`config.mk`:
```
export PLATFORM = sky130hd
export DESIGN_NAME = uart_tx_scheduler
export DESIGN_NICKNAME = d
export VERILOG_FILES = /design/src/rtl/uart_tx_scheduler.sv
export SDC_FILE = /design/constraint.sdc
export NUM_CORES = 1
export LEC_CHECK = 0
export ABC_AREA = 1
export BUFFER_PORTS_ARGS = -buffer_cell sky130_fd_sc_hd__clkbuf_2
export CELL_PAD_IN_SITES_DETAIL_PLACEMENT = 1
export CELL_PAD_IN_SITES_GLOBAL_PLACEMENT = 1
export CORE_AREA = 10 10 84 86
export DETAILED_ROUTE_END_ITERATION = 12
export DIE_AREA = 0 0 94 96
export PLACE_DENSITY = 0.74
export SYNTH_ARGS = -nofsm -noshare
export SYNTH_HDL_FRONTEND = slang
export SYNTH_SLANG_ARGS = --single-unit
```
`constraint.sdc`:
```
create_clock -name clk -period 2.4 [get_ports clk]
set_input_delay 0.6 -clock clk [delete_from_list [all_inputs] [get_ports clk]]
set_output_delay 0.6 -clock clk [all_outputs]
set_load 0.005 [all_outputs]
```
`src/rtl/uart_tx_scheduler.sv`:
```
// uart_tx_scheduler: round-robin arbiter that shares one 8N1 UART transmit
// line between N_REQ byte requesters, paced by the TX baud tick, and owns the
// baud-rate code driven into the baud generator (changed only between frames).
module uart_tx_scheduler #(
  parameter int         N_REQ        = 4,
  parameter int         DATA_W       = 8,
  parameter logic [1:0] BAUD_SEL_RST = 2'b01,
  localparam int        IW           = (N_REQ > 1) ? $clog2(N_REQ) : 1,
  localparam int        BW           = (DATA_W > 1) ? $clog2(DATA_W) : 1
) (
  input  logic                     clk,
  input  logic                     reset,
  input  logic                     baud_tick,
  input  logic [N_REQ-1:0]         req_valid,
  input  logic [N_REQ*DATA_W-1:0]  req_data,
  output logic [N_REQ-1:0]         req_ready,
  input  logic                     cfg_valid,
  input  logic [1:0]               cfg_baud_sel,
  output logic [1:0]               baud_sel,
  output logic                     tx,
  output logic                     tx_busy,
  output logic [IW-1:0]            grant_id
);

  typedef enum logic [2:0] {
    IDLE,
    ALIGN,
    START,
    DATA,
    STOP
  } state_t;

  state_t            state;
  logic [IW-1:0]     rr_ptr;
  logic              cfg_pend;
  logic [1:0]        cfg_code;
  logic [DATA_W-1:0] shift;
  logic [DATA_W-1:0] shift_nxt;
  logic [BW-1:0]     bit_idx;

  logic              grant_found;
  logic [IW-1:0]     grant_idx;
  logic              cfg_now;
  logic [1:0]        cfg_now_code;
  logic              accept;

  // Round-robin pick: first valid requester after the last granted one, wrapping.
  always_comb begin
    int            sum;
    logic [IW-1:0] cand;
    sum         = 0;
    cand        = '0;
    grant_found = 1'b0;
    grant_idx   = '0;
    for (int k = 1; k <= N_REQ; k++) begin
      sum = int'(rr_ptr) + k;
      if (sum >= N_REQ) sum = sum - N_REQ;
      cand = IW'(sum);
      if (!grant_found && req_valid[cand]) begin
        grant_found = 1'b1;
        grant_idx   = cand;
      end
    end
  end

  // A strobe arriving in an IDLE cycle is applied immediately and beats any grant.
  always_comb begin
    cfg_now      = cfg_valid | cfg_pend;
    cfg_now_code = cfg_valid ? cfg_baud_sel : cfg_code;
    accept       = !reset && (state == IDLE) && !cfg_now && grant_found;
    shift_nxt    = shift >> 1;
    req_ready    = '0;
    if (accept) req_ready[grant_idx] = 1'b1;
  end

  // Frame FSM with registered line, busy flag, grant index and baud code.
  always_ff @(posedge clk) begin
    if (reset) begin
      state    <= IDLE;
      tx       <= 1'b1;
      tx_busy  <= 1'b0;
      grant_id <= '0;
      baud_sel <= BAUD_SEL_RST;
      cfg_pend <= 1'b0;
      rr_ptr   <= IW'(N_REQ - 1);
      bit_idx  <= '0;
    end else begin
      if (cfg_valid) begin
        cfg_pend <= 1'b1;
        cfg_code <= cfg_baud_sel;
      end
      case (state)
        IDLE: begin
          tx <= 1'b1;
          if (cfg_now) begin
            baud_sel <= cfg_now_code;
            cfg_pend <= 1'b0;
          end else if (grant_found) begin
            shift    <= req_data[grant_idx*DATA_W +: DATA_W];
            grant_id <= grant_idx;
            rr_ptr   <= grant_idx;
            tx_busy  <= 1'b1;
            state    <= ALIGN;
          end
        end
        // Waiting for a fresh tick guarantees the start bit lasts a full period.
        ALIGN: begin
          if (baud_tick) begin
            tx    <= 1'b0;
            state <= START;
          end
        end
        START: begin
          if (baud_tick) begin
            tx      <= shift[0];
            bit_idx <= '0;
            state   <= DATA;
          end
        end
        DATA: begin
          if (baud_tick) begin
            shift <= shift_nxt;
            if (bit_idx == BW'(DATA_W - 1)) begin
              tx    <= 1'b1;
              state <= STOP;
            end else begin
              tx      <= shift_nxt[0];
              bit_idx <= bit_idx + BW'(1);
            end
          end
        end
        STOP: begin
          if (baud_tick) begin
            tx      <= 1'b1;
            tx_busy <= 1'b0;
            state   <= IDLE;
          end
        end
        default: begin
          tx      <= 1'b1;
          tx_busy <= 1'b0;
          state   <= IDLE;
        end
      endcase
    end
  end

endmodule

```
======== Word level (Yosys, flattened, before mapping) ========
Cells that the tools add are included.
cells by class
  $add $sub $neg .......................... 9
  multipliers ............................. 0
  divide/modulo/power cells ............... 0
  order comparisons ....................... 10
  equality and inequality tests ........... 13
  shift operators ......................... 1
  multiplexer cells ....................... 51
  bitwise gates (word level) .............. 4
  reduce and logical (&&, ||, !) cells .... 23
operator list
  cell                                                  count
  variable part select 32 x 6 -> 8 bit                  1
  2-to-1 mux 3 bit                                      9
  2-to-1 mux 8 bit                                      3
  2-to-1 mux 1 bit                                      19
  2-to-1 mux 2 bit                                      9
  inequality test 2 bit (second input constant)         8
  one-hot mux 8 bit (2 select lines)                    1
  < comparator 2 x 3 -> 1 bit (second input constant)   5
  one-hot mux 3 bit (5 select lines)                    1
  AND reduction 4 bit                                   3
  >= comparator 3 bit (second input constant)           3
  binary-select mux 1 bit (select 2 bit)                4
  subtractor 2 x 1 -> 2 bit (second input constant)     4
  logical AND 1 bit                                     7
  AND reduction 7 bit                                   1
  adder 2 x 2 -> 3 bit (second input constant)          2
  equality test 3 x 2 -> 1 bit (second input constant)  2
  equality test 3 bit (second input constant)           2
  one-hot mux 3 bit (2 select lines)                    1
  zero test 1 bit                                       5
  AND reduction 5 bit                                   1
  adder 2 x 3 -> 4 bit (second input constant)          1
  >= comparator 4 x 3 -> 1 bit (second input constant)  1
  2-to-1 mux 4 bit                                      1
  other kinds (14)                                      17
storage, ports and cells
  register bits after elaboration ......... 25
  bits in latches ......................... 0
  memory bits (writable) .................. 0
  ROM bits ................................ 0
  input bits .............................. 42
  output and inout port bits .............. 10
  word-level logic and storage cells ...... 121
  memories ................................ 0

======== Longest topological paths before layout ========
Gate-level depths: netlist (run 1).
  depth after elaboration ................. 20
  depth in mapped cells ................... 17
  depth with buffers taken out ............ 15

======== Worst setup path before layout (run 1) ========
Ideal clock, no wire load.
  kind .................................... input to output
  start ................................... input port req_valid[2]
  end ..................................... output port req_ready[1]
  arrival time ............................ 1605 ps
  data required time ...................... 1800 ps
  slack ................................... 195 ps
  stages .................................. 9
  path buffers ............................ 1
  path through ............................ nand2_1 > nand2_1 > nand2_2 > nand2_4 > clkinv_1 > nand3_2 > nand3_4 > buf_12 > nor3_1
on the way
  longest elaborated chain between the ends .. 17
  elaborated cells on any way between the ends .. 29
  classes of those cells .................. 2 x order compare; 19 x mux; 8 x reduce/logical
ends and longest elaborated chain
  item                                                                                               RTL line  source
  start: declaration                                                                                 14        input logic [N_REQ-1:0] req_valid,
  binary-select mux 1 bit (select 2 bit)                                                             59        if (!grant_found && req_valid[cand]) begin
  2-to-1 mux 1 bit (implied by the code)                                                             59
  2-to-1 mux 1 bit                                                                                   59
  zero test 1 bit                                                                                    59
  logical AND 1 bit                                                                                  59
  2-to-1 mux 1 bit                                                                                   59
  zero test 1 bit                                                                                    59
  logical AND 1 bit                                                                                  59
  2-to-1 mux 1 bit                                                                                   59
  zero test 1 bit                                                                                    59
  logical AND 1 bit                                                                                  59
  2-to-1 mux 2 bit                                                                                   59
  < comparator 2 x 3 -> 1 bit (implied by the code) or >= comparator 2 x 1 -> 1 bit (tied branches)  73        if (accept) req_ready[grant_idx] = 1'b1;
  logical AND 1 bit (implied by the code)                                                            73
  2-to-1 mux 1 bit (implied by the code)                                                             73
  demux 1 bit (select 2 bit)                                                                         73
  2-to-1 mux 4 bit *                                                                                 73
  end: declaration                                                                                   16        output logic [N_REQ-1:0] req_ready,
Every way passes the cells marked *; elsewhere a longest branch is shown, timed or not. The select of a mux whose other input is x is not followed.

======== Worst setup path in the final report (run 1) ========
  start ................................... register rr_ptr[0]
  end ..................................... output port req_ready[0]
on the way
  longest elaborated chain between the ends .. 20
  elaborated cells on any way between the ends .. 45
  classes of those cells .................. 8 x add/sub; 6 x order compare; 23 x mux; 8 x reduce/logical
ends and longest elaborated chain
  item                                                                                               RTL line  source
  start: declaration                                                                                 34        logic [IW-1:0] rr_ptr;
  start signal: assignment                                                                           85        rr_ptr <= IW'(N_REQ - 1);
  start signal: assignment                                                                           101       rr_ptr <= grant_idx;
  adder 2 x 1 -> 3 bit                                                                               56        sum = int'(rr_ptr) + k;
  >= comparator 3 bit or subtractor 2 x 1 -> 2 bit (tied branches)                                   57        if (sum >= N_REQ) sum = sum - N_REQ;
  2-to-1 mux 2 bit                                                                                   57
  binary-select mux 1 bit (select 2 bit)                                                             59
  2-to-1 mux 1 bit (implied by the code)                                                             59
  2-to-1 mux 1 bit                                                                                   59
  zero test 1 bit                                                                                    59
  logical AND 1 bit                                                                                  59
  [... 4 more ...]                                                                                   --
  zero test 1 bit                                                                                    59
  logical AND 1 bit                                                                                  59
  2-to-1 mux 2 bit                                                                                   59
  < comparator 2 x 3 -> 1 bit (implied by the code) or >= comparator 2 x 1 -> 1 bit (tied branches)  73
  logical AND 1 bit (implied by the code)                                                            73
  2-to-1 mux 1 bit (implied by the code)                                                             73
  demux 1 bit (select 2 bit)                                                                         73
  2-to-1 mux 4 bit *                                                                                 73
Marked as above.

==> results of run 1 <==
final timing paths:
kind	cells after the start	startpoint	to
max	13	rr_ptr[0]	req_ready[0]
min	2	baud_sel[1]	baud_sel[1]
max reg2reg	20	rr_ptr[0]	grant_id[0]
min reg2reg	2	baud_sel[1]	baud_sel[1]
layout make-up:
| class | instances | area (um^2) |
|---|---|---|
| Fill cell | 740 | 2860 |
| Multi-Input combinational cell | 219 | 1160 |
| Sequential cell | 25 | 606 |
| Timing Repair Buffer | 85 | 531 |
| Inverter | 26 | 110 |
| Tap cell | 72 | 90.1 |
| Clock buffer | 4 | 45.0 |
| Timing Repair inverter | 1 | 6.26 |
what timing repair did:
item                                   CTS  global route
pin swaps                                6             2
setup endpoints to repair                4             7
resized for setup                       27            16
setup buffers                           13             3
endpoints found under the hold margin    0             0
gates cloned                             1             0
synth_stat cells (all sizes together), types with 2 or more instances:
cell | instances | area [um^2]
nand2 | 146 | 596
edfxtp | 10 | 300
nor3 | 7 | 35.0
o211ai | 3 | 22.5
nor2 | 11 | 51.3
clkinv | 3 | 11.3
clkbuf | 2 | 7.51
buf | 6 | 56.3
nand3 | 13 | 95.1
dfxtp | 15 | 300
nand4 | 15 | 93.8
o21ai | 8 | 40.0
inv | 23 | 93.8
ha | 2 | 25.0
a21oi | 12 | 67.6
power breakdown:
part           leakage, nW  internal [mW]  switching, mW  total (mW)
Combinational         1.09           1.19           1.79        2.99
Sequential           0.218          0.678         0.0762       0.754
Clock               0.0228          0.119          0.135       0.254
stage by stage:
stage / setup WS (ns) / total power [mW] / hold slack (ns) / setup TNS [ns] / cell area, um^2
after floorplan: 0.195 / 2.58 / 0.435 / 0 / 1810
after global placement: -0.0332 / 3.20 / 0.450 / -0.0332 / 2240
after detailed placement: -0.0776 / 3.26 / 0.454 / -0.154 / 2240
after CTS: -0.0868 / 3.87 / 0.474 / -0.227 / 2480
after global routing: -0.191 / 4.44 / 0.504 / -1.06 / 2550
final: -0.0694 / 4.00 / 0.471 / -0.271 / 2550
sequential cells by signal, summed over array words and instances (netlist names), 2 cells and up:
| name | count |
|---|---|
| shift | 8 |
| bit_idx | 3 |
| state | 3 |
| baud_sel | 2 |
| cfg_code | 2 |
| grant_id | 2 |
| rr_ptr | 2 |
critical path: cells and delay by family, from the launching register on:
family | cells | cell delay, ns
buffers and inverters | 5 | 0.50
AND/OR/NAND/NOR | 8 | 0.77
flip-flops | 1 | 0.34
cell families (layout without fill, tap and decap cells):
logic type,count (synthesis),in the layout,synth area share [%]
AND/OR/NAND/NOR,194,194,48.9
adder cells (fa/ha/maj),2,2,1.38
AO/OA/AOI/OAI,23,23,7.20
flip-flops,25,25,33.2
buffers and inverters,34,116,9.34
per-layer routing:
layer,vias to the layer above,global-route usage (%)
met3,6,2.49
met2,31,25.9
met4,0,3.54
met1,979,15.0
li1,1063,-
met5,-,0
==> impl_results.md, run 1 <==
* Run status: complete, but fails checks
* Failing checks: setup timing
* Average via count per standard cell at 4.81
* DRC Markers at 0
* Cts bufs inserted at 3
* Most prevalent standard cell on the critical path: nand2_4
* Highest achievable clock rate at 0.405 GHz
* Startpoint types: flop
* Seq cells post-synth at 25
* Final non-filler cell total at 432
* Post-cts hold buffer count at 0
* Most frequent cells in the layout: nand2_1, clkbuf_2, buf_4, nand2_2, inv_1
* Maximum VDD drop at 0.590 mV
* Half-perimeter wire length of the detailed placement result at 4540 um
* RSZ-0062 raised after global routing: true
* Slew Limit Fails at 0
* Wire length of the first global-routing pass at 10100 um
* Setup Crit Path Kind: flop to primary output
* Antenna violations before repair at 0
* Cells traversed along the worst timing path: buf_12 -> inv_8 -> nand2_2 -> nand2_2 -> nand2_4 -> nand2_4 -> inv_2 -> nand3_4 -> nand3_4 -> inv_4 -> nand2_4 -> nor3_2 -> buf_2
* Netlist area before placement at 0.00181 mm^2
* Number of enable flip-flop cells after synthesis at 10
* Die outline area at 0.00902 mm^2
* Final Setup Violations at 6
* Clock root buffer: clkbuf_8
* Critical Path End Type: primary output
* Minimum setup slack in the final design at -0.0694 ns
* Max Cap Viol at 0
* Worst clock skew at 0.00493 ns
* GR Overflow Total at 0
* Final Net Count at 405
* Largest net degree at the start of global routing at 17
* Via count of the first global-routing pass at 2151
* Hold Vio Cnt, Final at 0
* I/O Buffers at 51
* Count of clock tree sinks at 25
* Total number of H-tree levels at 1
* Leakage power at 1.33 nW
* Yosys warning total at 0
* Share of async-settable or async-resettable flops after synthesis at 0%
* Number of unique standard cell types used by synthesis at 30
* Critical-path cell with the highest stage delay: dfxtp_2
* Endpoint required time on the critical path at 1.80 ns
* WP data arrival at 1.87 ns
* Core utilization of the finished layout at 47.2%
* Slowest stage delay, CP at 0.34 ns
* Worst skew pair latency at 0.27 ns
* Die outline width at 94 um
* Drt pass-1 iters at 4
* Average wire per cell in the routed design at 14.0 um
* PD cells at 1570 mW/mm^2
* Hold/Removal Path Class: flop to flop
* Tot GR Track Use at 13.5%
* Standard cell core area at 0.00541 mm^2
* Minimum clock period after layout at 2.47 ns
* Remaining max-slew budget at the tightest pin at 72.0%
* Wire length reported by the detailed router at 6040 um
* Fraction of the yosys area taken by sequential cells at 33.2%
* Primary flip-flop cell chosen by synthesis mapping: dfxtp_1
* Fin crit share at 103%
* Most frequent standard cell in the layout excluding fill and tap cells: nand2_1
* Diode insertion count for antenna repair at 0
* Maximum count of clock buffers along a single path at 2
* Critical Path Fanout Max at 11
* Starting density of the core at 33.4%
* Wire length on met2 at 3180 um
* Synthesized net count at 322
* Highest metal layer with signal wires: met4
* Routability cong. at 0.809
* Clock tree from TritonCTS: yes
* Clock slew at reported path FFs at 0.09 ns
* DR iter-0 viols at 56
* Vertical extent of the die at 96 um
* Setup slack of the worst register-to-register path at -0.03 ns
* Row Count at 27
* Number of placed instances with taps included at 411
* Fraction of final layout cells with drive strength greater than 1 at 39.2%
* Slew at the pin with the worst max-slew slack at 0.417 ns
* Post-synthesis cell count at 278
* Average instance area after synthesis at 6.50 um^2
* Number of nets with antenna violations after routing at 0
* Detail Route met3 WL at 250 um
* Overall via count from detail_route at 2079
* I/O pin count at 52
* Post-synthesis to final-layout area growth at 41.0%
* Met1 layer wirelength in the final routing at 2510 um
(Power assumes the default switching activity.)
==> run 2, diff against run 1 <==
- CORE_AREA: 10 10 84 86 -> 10 10 82 84
- DIE_AREA: 0 0 94 96 -> 0 0 92 94
- PLACE_DENSITY: 0.74 -> 0.77
==> run 2 against run 1 <==
- the run still ends with setup timing left
- critical path depth down 2
- routed wire length grew 15%
- flip-flop and latch count unchanged
- clock skew barely moved
- combinational power is 3% higher
- fmax decreased by 4.8%
- power up 2.8%
- hold slack worse by 0.0067 ns
- design area rose by 0.54%
- final cell count decreased by 0.93%
- first-iteration DRC count grew 55%
- largest power group unchanged
==> impl_results.md, run 2 (synthesis gave the netlist of run 1 again) <==
* Run status: complete, but fails checks
* Failing checks: setup timing
* Minimum clock period after layout at 2.59 ns
* Worst hold margin at 0.464 ns
* Leading registers by flop count: shift: 8 flops, bit_idx: 3 flops, state: 3 flops
* Total cell area at the placement stage at 0.00225 mm^2
* Total number of H-tree levels at 1
* Critical Path Fanout Max at 8
* WP data arrival at 1.99 ns
* Vertical extent of the die at 94 um
* I/O Buffers at 51
* DRC Markers at 0
* Cts bufs inserted at 3
* Worst skew pair latency at 0.28 ns
* Post-Layout Inst Area at 0.00256 mm^2
* Routability cong. at 0.808
* Hold Vio Cnt, Final at 0
* Max FFs per register at 8
* Highest achievable clock rate at 0.386 GHz
* RSZ-0062 raised after global routing: true
* Final Net Count at 403
* Average via count per standard cell at 5.03
* Count of clock tree sinks at 25
* Via count of the first global-routing pass at 2352
* Fin crit share at 108%
* Max Cap Viol at 0
* Setup Crit Path Kind: flop to primary output
* Slew Limit Fails at 0
* Tot GR Track Use at 14.6%
* Register name with the most flops: shift
* Clock tree from TritonCTS: yes
* Post-synthesis to final-layout area growth at 41.8%
* Post-place setup slack at -0.106 ns
* Maximum count of clock buffers along a single path at 2
* Worst clock skew at 0.00490 ns
* Most frequent cells in the layout: nand2_1, clkbuf_2, buf_4, nand2_2, inv_1
* Most frequent standard cell in the layout excluding fill and tap cells: nand2_1
* Starting density of the core at 35.6%
* Hold/Removal Path Class: flop to flop
* Leakage power at 1.35 nW
* Endpoint required time on the critical path at 1.80 ns
* Core utilization of the finished layout at 50.5%
* Wire length of the first global-routing pass at 10700 um
* Antenna violations before repair at 0
* Number of nets with antenna violations after routing at 0
* Overall via count from detail_route at 2154
* I/O pin count at 52
* Minimum setup slack in the final design at -0.193 ns
* Clock slew at reported path FFs at 0.09 ns
* Row Count at 26
* Startpoint types: flop
* Diode insertion count for antenna repair at 0
* Clock root buffer: clkbuf_8
* DR iter-0 viols at 87
* Standard cell core area at 0.00507 mm^2
* Critical Path End Type: primary output
* Final Setup Violations at 4
* Half-perimeter wire length of the detailed placement result at 4750 um
* Remaining max-slew budget at the tightest pin at 70.6%
* Largest net degree at the start of global routing at 17
* Post-cts hold buffer count at 0
* Average wire per cell in the routed design at 16.2 um
* Wire length reported by the detailed router at 6930 um
* Maximum VDD drop at 0.703 mV
* Die outline area at 0.00865 mm^2
* PD cells at 1600 mW/mm^2
* GR Overflow Total at 0
* Die outline width at 92 um
* Fraction of final layout cells with drive strength greater than 1 at 40.5%
* Slew at the pin with the worst max-slew slack at 0.438 ns
* Drt pass-1 iters at 4
-- run 2: changes by cell type in the layout (fill, tap and decap cells not counted), moves of 2 or more --
cell / change
inv_2: +3
nand2_1: -3
nand3_2: +2
buf_4: -2
nand2_2: +2
nand3_1: -2
-- run 2: metal layers --
layer,vias to the layer above,wire [um],global-route usage (%)
li1,1061,-,-
met1,1036,2670,15.0
met2,44,3940,30.1
met3,13,194,2.16
met4,0,124,3.08
met5,-,0,0
-- run 2: path summary, 6_finish.rpt --
kind | to | cells past startpoint | from | slack (ns)
max | req_ready[3] | 11 | rr_ptr[1] | -0.19
min | baud_sel[0] | 2 | baud_sel[0] | 0.46
max reg2reg | shift[2] | 16 | rr_ptr[1] | 0.24
min reg2reg | baud_sel[0] | 2 | baud_sel[0] | 0.46
-- run 2: power breakdown --
group	internal, mW	switching, mW
combinational	1.19	1.90
sequential	0.677	0.0818
clock	0.117	0.142
total	1.98	2.12
-- run 2: per-stage QoR --
step | total power, mW | TNS (ns) | cells
4_1_cts | 3.86 | -0.375 | 424
6_report | 4.11 | -0.633 | 428
5_1_grt | 4.52 | -1.03 | 428
3_5_place_dp | 3.32 | -0.238 | 411
2_1_floorplan | 2.58 | 0 | 278
3_3_place_gp | 3.22 | -0.0640 | 411
-- run 2: worst max-delay path, cell delays in order, from the launching register on --
cell	delay, ns
dfxtp_1	0.39
inv_2	0.13
nand2_1	0.14
nand2_4	0.08
nand2_4	0.08
nand2_4	0.06
nor2_4	0.15
nand2_2	0.09
a21oi_4	0.22
inv_2	0.08
nor3_2	0.12
buf_2	0.15
-- run 2: timing repair --
action | CTS | global route
resized for setup | 20 | 27
setup buffers | 8 | 3
setup endpoints to repair | 4 | 4
gates cloned | 1 | 1
pin swaps | 6 | 6
hold endpoints to repair | 0 | 0
-- run 2: area by class of cell --
type / instances / area, um^2
Timing Repair Buffer: 83 / 529
Tap cell: 70 / 87.6
Fill cell: 702 / 2510
Clock inverter: 1 / 5.00
Inverter: 26 / 108
Clock buffer: 3 / 41.3
Multi-Input combinational cell: 219 / 1180
Timing Repair inverter: 1 / 6.26
Sequential cell: 25 / 604
==> run 3, diff against run 2 <==
- CTS_CLUSTER_SIZE: default -> 20
- GPL_TIMING_DRIVEN: default -> 0
- clock period: 2.4 -> 2.8 ns (I/O delays scaled with it)
==> run 3 against run 2 <==
- the flow now finishes without violations
- power decreased by 19%
- sequential share of layout area increased by 1.7 points
- non-clock buffer count decreased by 10
- final cell count decreased by 2.6%
- clock skew decreased by 0.0031 ns
- design area decreased by 6.8%
- global-route usage decreased by 1.8 points
- register-to-register slack improved by 0.38 ns
- first-iteration DRC count decreased by 30%
- critical path depth decreased by 6
- largest cell class unchanged
- largest power group unchanged
==> impl_results.md, run 3 (synthesis gave the netlist of run 1 again) <==
* Wire length reported by the detailed router at 6070 um
* Gate power share at 74.2%
* Worst clock skew at 0.00183 ns
* WP data arrival at 2.01 ns
* Endpoint required time on the critical path at 2.10 ns
* Leakage power at 1.24 nW
* Clock root buffer: clkbuf_8
* Highest achievable clock rate at 0.369 GHz
* Fraction of final layout cells with drive strength greater than 1 at 33.1%
* Average via count per standard cell at 4.94
* Slew Limit Fails at 0
* Hold/Removal Path Class: flop to flop
* Starting density of the core at 35.6%
* Core utilization of the finished layout at 47.1%
* Number of nets with antenna violations after routing at 0
* Row Count at 26
* Worst hold margin at 0.460 ns
* Count of clock tree sinks at 25
* Run status: completed
* Portion of total power attributed to sequential cells at 19.4%
* Diode insertion count for antenna repair at 0
* Max FFs per register at 8
* Wire length of the first global-routing pass at 9490 um
* Max Cap Viol at 0
* Minimum clock period after layout at 2.71 ns
* Remaining max-slew budget at the tightest pin at 68.5%
* Critical Path Fanout Max at 10
* Fillers at 722
* PD cells at 1390 mW/mm^2
* Cell internal power dissipation at 1.62 mW
* Tot GR Track Use at 12.8%
* Register name with the most flops: shift
* Most frequent standard cell in the layout excluding fill and tap cells: nand2_1
* Post-synthesis to final-layout area growth at 32.2%
* Fin crit share at 96.8%
* Clock slew at reported path FFs at 0.09 ns
* Worst skew pair latency at 0.27 ns
* Vertical extent of the die at 94 um
* Clock tree from TritonCTS: yes
* Slowest stage delay, CP at 0.49 ns
* Average wire per cell in the routed design at 14.6 um
* Drt pass-1 iters at 4
* Maximum VDD drop at 0.582 mV
* DRC Markers at 0
* Startpoint types: input port
* Total number of H-tree levels at 1
* Leading registers by flop count: shift: 8 flops, bit_idx: 3 flops, state: 3 flops
* Cts bufs inserted at 3
* Standard cell core area at 0.00507 mm^2
* Half-perimeter wire length of the detailed placement result at 4390 um
* Setup Crit Path Kind: input port to primary output
* Most frequent cells in the layout: nand2_1, clkbuf_2, inv_1, nand2_2
* Die outline area at 0.00865 mm^2
* DR iter-0 viols at 61
* Switching portion of total power at 51.4%
* Cells traversed along the worst timing path: clkbuf_1 -> clkinv_1 -> nand2_4 -> nor3_1 -> buf_2
* Maximum count of clock buffers along a single path at 2
* I/O Buffers at 50
* Final Net Count at 392
* Critical-path cell with the highest stage delay: clkinv_1
* Hold Vio Cnt, Final at 0
* Via count of the first global-routing pass at 2079
* Die outline width at 92 um
* Post-cts hold buffer count at 0
* GR Overflow Total at 0
* RSZ-0062 raised after global routing: true
* Net switching power at 1.71 mW
* Largest net degree at the start of global routing at 15
* Power share of the clock group at 6.4%
* Overall via count from detail_route at 2059
* I/O pin count at 52
* Antenna violations before repair at 0
* Slew at the pin with the worst max-slew slack at 0.472 ns
* Critical Path End Type: primary output
* Routability cong. at 0.785
* Final Setup Violations at 0
[run 3: changes by cell type in the layout (fill, tap and decap cells not counted), moves of 2 or more]
cell / change
buf_4: -14
clkbuf_1: +2
dfxtp_2: +2
inv_2: -3
nand2_1: +11
nand2_2: -6
nand2_4: -5
nand3_1: +2
nand3_2: -3
o21ai_1: +2
o21ai_2: -2
[run 3: layout make-up]
type	count	area, um^2	share of cell area, %
repair buffers	65	360	15.1
clock buffers	3	41.3	1.73
flip-flops and latches	25	603	25.2
multi-input cells	219	1110	46.6
plain buffers	8	67.6	2.83
clock inverters	1	5.00	0.209
inverters	26	110	4.61
well taps	70	87.6	3.66
[run 3: path summary, 6_finish.rpt]
path | start | to | slack (ns) | cells after the start
worst max-delay path | reset | req_ready[3] | 0.09 | 5
worst min-delay path | baud_sel[0] | baud_sel[0] | 0.46 | 2
worst max register to register | rr_ptr[0] | shift[6] | 0.62 | 16
worst min register to register | baud_sel[0] | baud_sel[0] | 0.46 | 2
[run 3: critical path: cells and delay by family]
family	cells	cell delay [ns]
buf+inv	3	0.98
simple gates	2	0.33
[run 3: power by group through the flow]
stage | combinational, mW | clock, mW | sequential (mW)
6_report | 2.47 | 0.214 | 0.644
3_3_place_gp | 2.01 | 0 | 0.639
4_1_cts | 2.11 | 0.222 | 0.638
2_1_floorplan | 1.58 | 0 | 0.631
5_1_grt | 2.78 | 0.232 | 0.661
3_5_place_dp | 2.05 | 0 | 0.646
[run 3: stage by stage]
stage	area (um^2)	setup WS, ns	setup TNS, ns	total power, mW	instances
6_report	2390	0.0892	0	3.32	417
4_1_cts	2210	-0.00186	-0.00186	2.97	403
5_1_grt	2390	-0.0564	-0.157	3.68	417
3_5_place_dp	2150	-0.0299	-0.0617	2.70	398
3_3_place_gp	2150	-0.0461	-0.0590	2.65	398
2_1_floorplan	1810	0.395	0	2.21	278
[run 3: routing by layer]
metal | vias up | global-route usage, % | share of wire (%) | routed length, um
met5 | - | 0 | 0 | 0
met4 | 0 | 2.31 | 1.2 | 74
met3 | 8 | 2.32 | 2.9 | 179
met2 | 34 | 23.7 | 54 | 3300
met1 | 978 | 15.1 | 41 | 2520
li1 | 1039 | - | - | -
[run 3: what timing repair did]
item	in CTS	in global routing
endpoints found under the setup margin	4	4
pin swaps	0	8
setup buffers	1	13
gates cloned	0	1
gates resized for setup	2	22
